==> config.mk <==
export PLATFORM = sky130hd
export DESIGN_NAME = mem_byte_initiator
export DESIGN_NICKNAME = d
export VERILOG_FILES = /design/src/rtl/mem_byte_initiator.sv
export SDC_FILE = /design/constraint.sdc
export NUM_CORES = 1
export LEC_CHECK = 0
export ABC_CLOCK_PERIOD_IN_PS = 2400
export CAP_MARGIN = 40
export CORE_AREA = 2 2 88 90
export DETAILED_ROUTE_END_ITERATION = 6
export DIE_AREA = 0 0 90 92
export HOLD_SLACK_MARGIN = 0.08
export PLACE_DENSITY = 0.71
export SLEW_MARGIN = 5
export SYNTH_ARGS = -nofsm -noshare
export SYNTH_HDL_FRONTEND = slang
export SYNTH_SLANG_ARGS = --single-unit
==> constraint.sdc <==
create_clock -name clock_i -period 2.4 [get_ports clock_i]
set_clock_uncertainty 0.2 [all_clocks]
set_input_delay 0.24 -clock clock_i [delete_from_list [all_inputs] [get_ports clock_i]]
set_output_delay 0.24 -clock clock_i [all_outputs]
set_load 0.005 [all_outputs]
==> src/rtl/mem_byte_initiator.sv <==
// mem_byte_initiator: turns byte-burst commands into single-byte read/write
// accesses towards a memory responder that signals completion with M_DataRdy.
// Writes pull one byte per access from the write stream. Reads push each
// returned byte onto the read stream. An access that sees no completion
// within TIMEOUT cycles aborts the burst and raises a sticky error flag.
module mem_byte_initiator #(
   parameter int TIMEOUT = 255
) (
   input  logic       clock_i,
   input  logic       reset_i,
   // command channel
   input  logic       cmd_valid_i,
   output logic       cmd_ready_o,
   input  logic       cmd_write_i,
   input  logic [6:0] cmd_addr_i,
   input  logic [7:0] cmd_len_i,
   // write-data stream
   input  logic [7:0] wr_data_i,
   input  logic       wr_valid_i,
   output logic       wr_ready_o,
   // read-data stream
   output logic [7:0] rd_data_o,
   output logic       rd_valid_o,
   input  logic       rd_ready_i,
   // memory responder side
   output logic       Mout_oe_ram_o,
   output logic       Mout_we_ram_o,
   output logic [6:0] Mout_addr_ram_o,
   output logic [7:0] Mout_Wdata_ram_o,
   output logic [3:0] Mout_data_ram_size_o,
   input  logic [7:0] M_Rdata_ram_i,
   input  logic       M_DataRdy_i,
   // status
   output logic       busy_o,
   output logic       err_timeout_o
);

   // Wide enough to hold TIMEOUT. The counter never reaches TIMEOUT itself,
   // because the burst aborts on the cycle the count would get there.
   localparam int CW = $clog2(TIMEOUT + 1);

   typedef enum logic [2:0] {
      IDLE       = 3'd0,
      WAIT_WDATA = 3'd1,
      ACCESS     = 3'd2,
      PUSH_RDATA = 3'd3,
      ABORT      = 3'd4
   } state_t;

   state_t          state_q;
   logic            write_q;
   logic [6:0]      addr_q;
   logic [7:0]      rem_q;
   logic [CW-1:0]   cnt_q;
   logic            cmd_ready_q;
   logic            wr_ready_q;
   logic            rd_valid_q;
   logic [7:0]      rd_data_q;
   logic            oe_q;
   logic            we_q;
   logic [6:0]      maddr_q;
   logic [7:0]      mwdata_q;
   logic [3:0]      msize_q;
   logic            busy_q;
   logic            err_q;

   // Burst FSM. Every output is a flop that is updated together with the state
   // transition, so each output matches the state the FSM is in.
   always_ff @(posedge clock_i) begin
      if (reset_i) begin
         state_q     <= IDLE;
         write_q     <= 1'b0;
         addr_q      <= 7'd0;
         rem_q       <= 8'd0;
         cnt_q       <= '0;
         cmd_ready_q <= 1'b1;
         wr_ready_q  <= 1'b0;
         rd_valid_q  <= 1'b0;
         rd_data_q   <= 8'd0;
         oe_q        <= 1'b0;
         we_q        <= 1'b0;
         maddr_q     <= 7'd0;
         mwdata_q    <= 8'd0;
         msize_q     <= 4'd0;
         busy_q      <= 1'b0;
         err_q       <= 1'b0;
      end else begin
         case (state_q)
            IDLE: begin
               // A zero-length command is accepted but does nothing.
               if (cmd_valid_i && cmd_ready_q && (cmd_len_i != 8'd0)) begin
                  write_q     <= cmd_write_i;
                  addr_q      <= cmd_addr_i;
                  rem_q       <= cmd_len_i;
                  cmd_ready_q <= 1'b0;
                  busy_q      <= 1'b1;
                  if (cmd_write_i) begin
                     state_q    <= WAIT_WDATA;
                     wr_ready_q <= 1'b1;
                  end else begin
                     state_q <= ACCESS;
                     oe_q    <= 1'b1;
                     maddr_q <= cmd_addr_i;
                     msize_q <= 4'd8;
                     cnt_q   <= '0;
                  end
               end else begin
                  state_q <= IDLE;
               end
            end

            WAIT_WDATA: begin
               if (wr_valid_i) begin
                  state_q    <= ACCESS;
                  wr_ready_q <= 1'b0;
                  mwdata_q   <= wr_data_i;
                  we_q       <= 1'b1;
                  maddr_q    <= addr_q;
                  msize_q    <= 4'd8;
                  cnt_q      <= '0;
               end else begin
                  state_q <= WAIT_WDATA;
               end
            end

            ACCESS: begin
               if (M_DataRdy_i) begin
                  // Completion wins over a timeout that expires in the same cycle.
                  oe_q    <= 1'b0;
                  we_q    <= 1'b0;
                  msize_q <= 4'd0;
                  if (write_q) begin
                     rem_q  <= rem_q - 8'd1;
                     addr_q <= addr_q + 7'd1;
                     if (rem_q == 8'd1) begin
                        state_q     <= IDLE;
                        busy_q      <= 1'b0;
                        cmd_ready_q <= 1'b1;
                     end else begin
                        state_q    <= WAIT_WDATA;
                        wr_ready_q <= 1'b1;
                     end
                  end else begin
                     state_q    <= PUSH_RDATA;
                     rd_data_q  <= M_Rdata_ram_i;
                     rd_valid_q <= 1'b1;
                  end
               end else if (cnt_q == CW'(TIMEOUT - 1)) begin
                  state_q <= ABORT;
                  oe_q    <= 1'b0;
                  we_q    <= 1'b0;
                  msize_q <= 4'd0;
                  err_q   <= 1'b1;
               end else begin
                  cnt_q <= cnt_q + CW'(1);
               end
            end

            PUSH_RDATA: begin
               if (rd_ready_i) begin
                  rd_valid_q <= 1'b0;
                  rem_q      <= rem_q - 8'd1;
                  addr_q     <= addr_q + 7'd1;
                  if (rem_q == 8'd1) begin
                     state_q     <= IDLE;
                     busy_q      <= 1'b0;
                     cmd_ready_q <= 1'b1;
                  end else begin
                     state_q <= ACCESS;
                     oe_q    <= 1'b1;
                     maddr_q <= addr_q + 7'd1;
                     msize_q <= 4'd8;
                     cnt_q   <= '0;
                  end
               end else begin
                  state_q <= PUSH_RDATA;
               end
            end

            ABORT: begin
               // Bytes still outstanding in the aborted burst are dropped.
               state_q     <= IDLE;
               rem_q       <= 8'd0;
               busy_q      <= 1'b0;
               cmd_ready_q <= 1'b1;
            end

            default: begin
               state_q     <= IDLE;
               oe_q        <= 1'b0;
               we_q        <= 1'b0;
               msize_q     <= 4'd0;
               wr_ready_q  <= 1'b0;
               rd_valid_q  <= 1'b0;
               busy_q      <= 1'b0;
               cmd_ready_q <= 1'b1;
            end
         endcase
      end
   end

   assign cmd_ready_o          = cmd_ready_q;
   assign wr_ready_o           = wr_ready_q;
   assign rd_valid_o           = rd_valid_q;
   assign rd_data_o            = rd_data_q;
   assign Mout_oe_ram_o        = oe_q;
   assign Mout_we_ram_o        = we_q;
   assign Mout_addr_ram_o      = maddr_q;
   assign Mout_Wdata_ram_o     = mwdata_q;
   assign Mout_data_ram_size_o = msize_q;
   assign busy_o               = busy_q;
   assign err_timeout_o        = err_q;

endmodule
==> run metrics <==
outcome finished clean; dominant combinational cell family by area after synthesis compound AO/OA/AOI/OAI gates; Layout Cells excl Fill 582; slack of the worst reg-to-reg path between 200 and 300 ps; number of remaining DRC errors 0; power share of the clock group 0.206; Port Buf Inserts between 60 and 70; busiest grt layer met2; Worst R2R Path Depth 7; GRT Util Overall 0.216; parity-gate share of the synthesized area counting xor and xnor cells 0.0192; final routed wirelength across all metal layers 8740 um; post-synthesis share of cell area spent on full adders, half adders and majority gates 0.0196; number of enable-type register cells in the synthesized netlist 0; setup violation total in the final timing report 0; vias per std cell 5.52; post-route standard cell area excluding fillers between 4000 and 5000 um^2; total number of clock tree sinks 58; Post-Syn Area per Cell about 8.3 um^2; worst min-delay path startpoint wr_ready_o; worst max-slew margin expressed relative to the limit 0.565; Synth area leader dfxtp_1; synthesized instance count approximately 380; WL per Instance about 15 um; post-synthesis compound-gate area fraction 0.269; hold path depth 2; signal arrival time at the worst endpoint 2200 ps; unrepaired setup endpoints after global routing false; Final #Nets roughly 520; commonest cells after routing, fill and taps aside clkdlybuf4s50_1 (68), dfxtp_1 (58), nor2_1 (43); kind of start point of the critical path flop; WS Path Type reg -> reg; Simple-Gate Fraction of Synth Area 0.211; placed wire-length estimate 6370 um; count of hold buffers inserted by post-cts repair 0; gp weighted congestion roughly 0.91; count of nets left with antenna violations after detail routing 0; Max clock buf depth 2; final cycle utilization of the critical path 0.882; fraction of final layout cells sized beyond drive strength 1 0.138; antenna violations before repair 0; floorplan die area between 8000 and 9000 um^2; portion of synthesized cell area occupied by the leading cell type 0.363; initial standard-cell utilization of the core 0.429; Least-Margin Pin Slew approximately 650 ps; Final WS setup between 200 and 300 ps; clock-pin slew on the worst setup and hold paths 70 ps; Req. time, crit path between 2000 and 2500 ps; multiplexer area fraction after synthesis 0.0626; commonest register cell after synthesis dfxtp_1; standard-cell row count 32; end point of the most critical hold path wr_ready_o; # H-tree levels 3; Hold Violations, Final 0; Placed Cells 567; largest vdd supply drop roughly 410 uV; synth-to-layout area growth 37.1%; global-route track usage on met1 0.271; endpoint of the lowest-slack register-to-register path cnt_q[3]; first-pass GRT wire length between 10000 and 15000 um; fraction of power consumed by combinational cells 0.473; via count of the routed design 3210; warning count from the yosys run 0; met2 usage 0.352; post-synthesis sequential area ratio 0.363; CTS buffer count 9; max cap viols 0; most common cell after layout, fill and taps aside clkdlybuf4s50_1; switching power share of the total 0.388; clock tree from TritonCTS yes; height of the die 92 um; Min Clock Period, post-route roughly 2100 ps; horizontal die dimension approximately 90 um; PD cells roughly 1000 nW/um^2; HP Class reg -> reg; switching power summed over all nets about 1.7 mW; maximum number of pins on one net before global-route repair 23; Slew Limit Fails 0; Reg-to-Reg Start rem_q[1]; internal power summed over all cells 2.68 mW; cell types with the largest area share after synthesis dfxtp_1 (36%), mux2i_1 (6.3%), a21oi_1 (5.9%), nor2_1 (5.0%), nand2_1 (4.0%); vias in the first global route between 3000 and 4000; async set-or-reset flop fraction in the synthesized netlist 0; fmax ~0.47 GHz; number of placed I/O pins 72; Core Region around 7400 um^2; cell area after technology mapping around 3200 um^2; root buf cell clkbuf_8; diode insertion count for antenna repair 0; count of different cell masters after synthesis 60; endpoint type of the worst setup path flop; insertion delay of the later-clocked pin in the worst-skew pair about 340 ps; drt first-iter violations around 230; P_leak roughly 1.7 nW; Max FO, Critical Path 21; met3 layer usage reported by global route 0.0616; cell area after placement roughly 4200 um^2; total congestion overflow after global routing 0; part of the power in registers 0.321; Post-Place Setup Slack -34.6 ps; total of flip-flops plus latches after synthesis 58; number of iterations in the first detailed-routing pass 5
## state kept, by name, indices dropped and copies added (netlist names), 3 cells and up
signal            cells
cnt_q                 8
rd_data_o             8
rem_q                 8
Mout_addr_ram_o       7
addr_q                7
state_q               3
Mout_Wdata_ram_o      8
## per-layer routing
layer,routed length [um],part of all wire
met5,0,0
met4,100,0.011
met3,717,0.082
met2,4030,0.46
met1,3900,0.45
## kinds of logic (layout without fill, tap and decap cells)
group,Yosys count,in the layout
AND/OR/NAND/NOR,132,132
AO/OA/AOI/OAI,123,123
flip-flops,58,58
buffers and inverters,37,132
multiplexers,20,20
XOR/XNOR,7,7
adder cells (fa/ha/maj),5,5
other,1,3
## power by group through the flow
| stage | clock network [mW] | logic [mW] | registers, mW |
|---|---|---|---|
| floorplan | 0 | 1.28 | 1.36 |
| global placement | 0 | 2.01 | 1.41 |
| detailed placement | 0 | 2.05 | 1.42 |
| CTS | 0.916 | 2.06 | 1.40 |
| global route | 0.950 | 2.29 | 1.44 |
| finish | 0.902 | 2.07 | 1.40 |
## metrics by stage
stage	utilization	setup TNS [ps]	hold slack [ps]	power (mW)
2_1_floorplan	-	0	184	2.64
3_3_place_gp	0.563	0	253	3.42
4_1_cts	0.589	0	279	4.38
3_5_place_dp	0.563	-97.4	269	3.46
5_1_grt	0.589	0	297	4.67
6_report	0.589	0	276	4.38
## area by class of cell
type | count | area (um^2)
clock buffer | 10 | 138
clock inverter | 5 | 55.1
fill | 678 | 3060
sequential | 58 | 1160
tap | 102 | 128
timing repair buffer | 106 | 991
inverter | 11 | 41.3
multi-input combinational | 290 | 1870
## synthesized netlist by cell type, types with 2 or more instances
master and number:
a21oi_1 38, buf_2 10, nor4_4 3, xor2_1 6, a21o_1 2, and2_1 2
a32o_1 3, a211oi_1 5, nand4_1 7, nor2_1 43, and3_1 2, or2_2 2
inv_1 10, nor3_1 6, nand2b_1 5, mux2i_1 20, buf_4 6, o2111ai_1 5
nand2_1 34, o21ai_0 18, and4_1 2, nor2b_1 3, clkbuf_1 9, dfxtp_1 58
a31oi_1 5, o21ai_1 5, nand3_1 10, o31ai_1 14, ha_1 5, o221a_2 2
a22oi_1 4, a211oi_2 2, o21a_1 3, or3_1 2, or4_1 7
## what timing repair did
item / CTS / global route
endpoints found under the setup margin: 0 / 1
endpoints found under the hold margin: 0 / 0
resized for setup: 0 / 1
setup buffers: 0 / 0
## worst max-delay path: stages, from the launching register on
cell,delay (ps)
dfxtp_1,370
inv_1,90
ha_1,260
a31oi_4,200
o32ai_4,120
buf_12,170
or4_1,490
a21oi_1,160
## how the worst max path moves through the flow
stage,start,end,slack [ps],cells after the start
final,rem_q[1],cnt_q[3],280,7
after global routing,addr_q[0],Mout_addr_ram_o[6],60,6
after CTS,addr_q[0],Mout_addr_ram_o[6],290,6
after detailed placement,cmd_len_i[5],cnt_q[3],-30,7
after global placement,cmd_len_i[6],cnt_q[5],30,7
after floorplan,addr_q[0],Mout_addr_ram_o[6],500,6
Note: power is estimated with default switching activity, not from simulation.
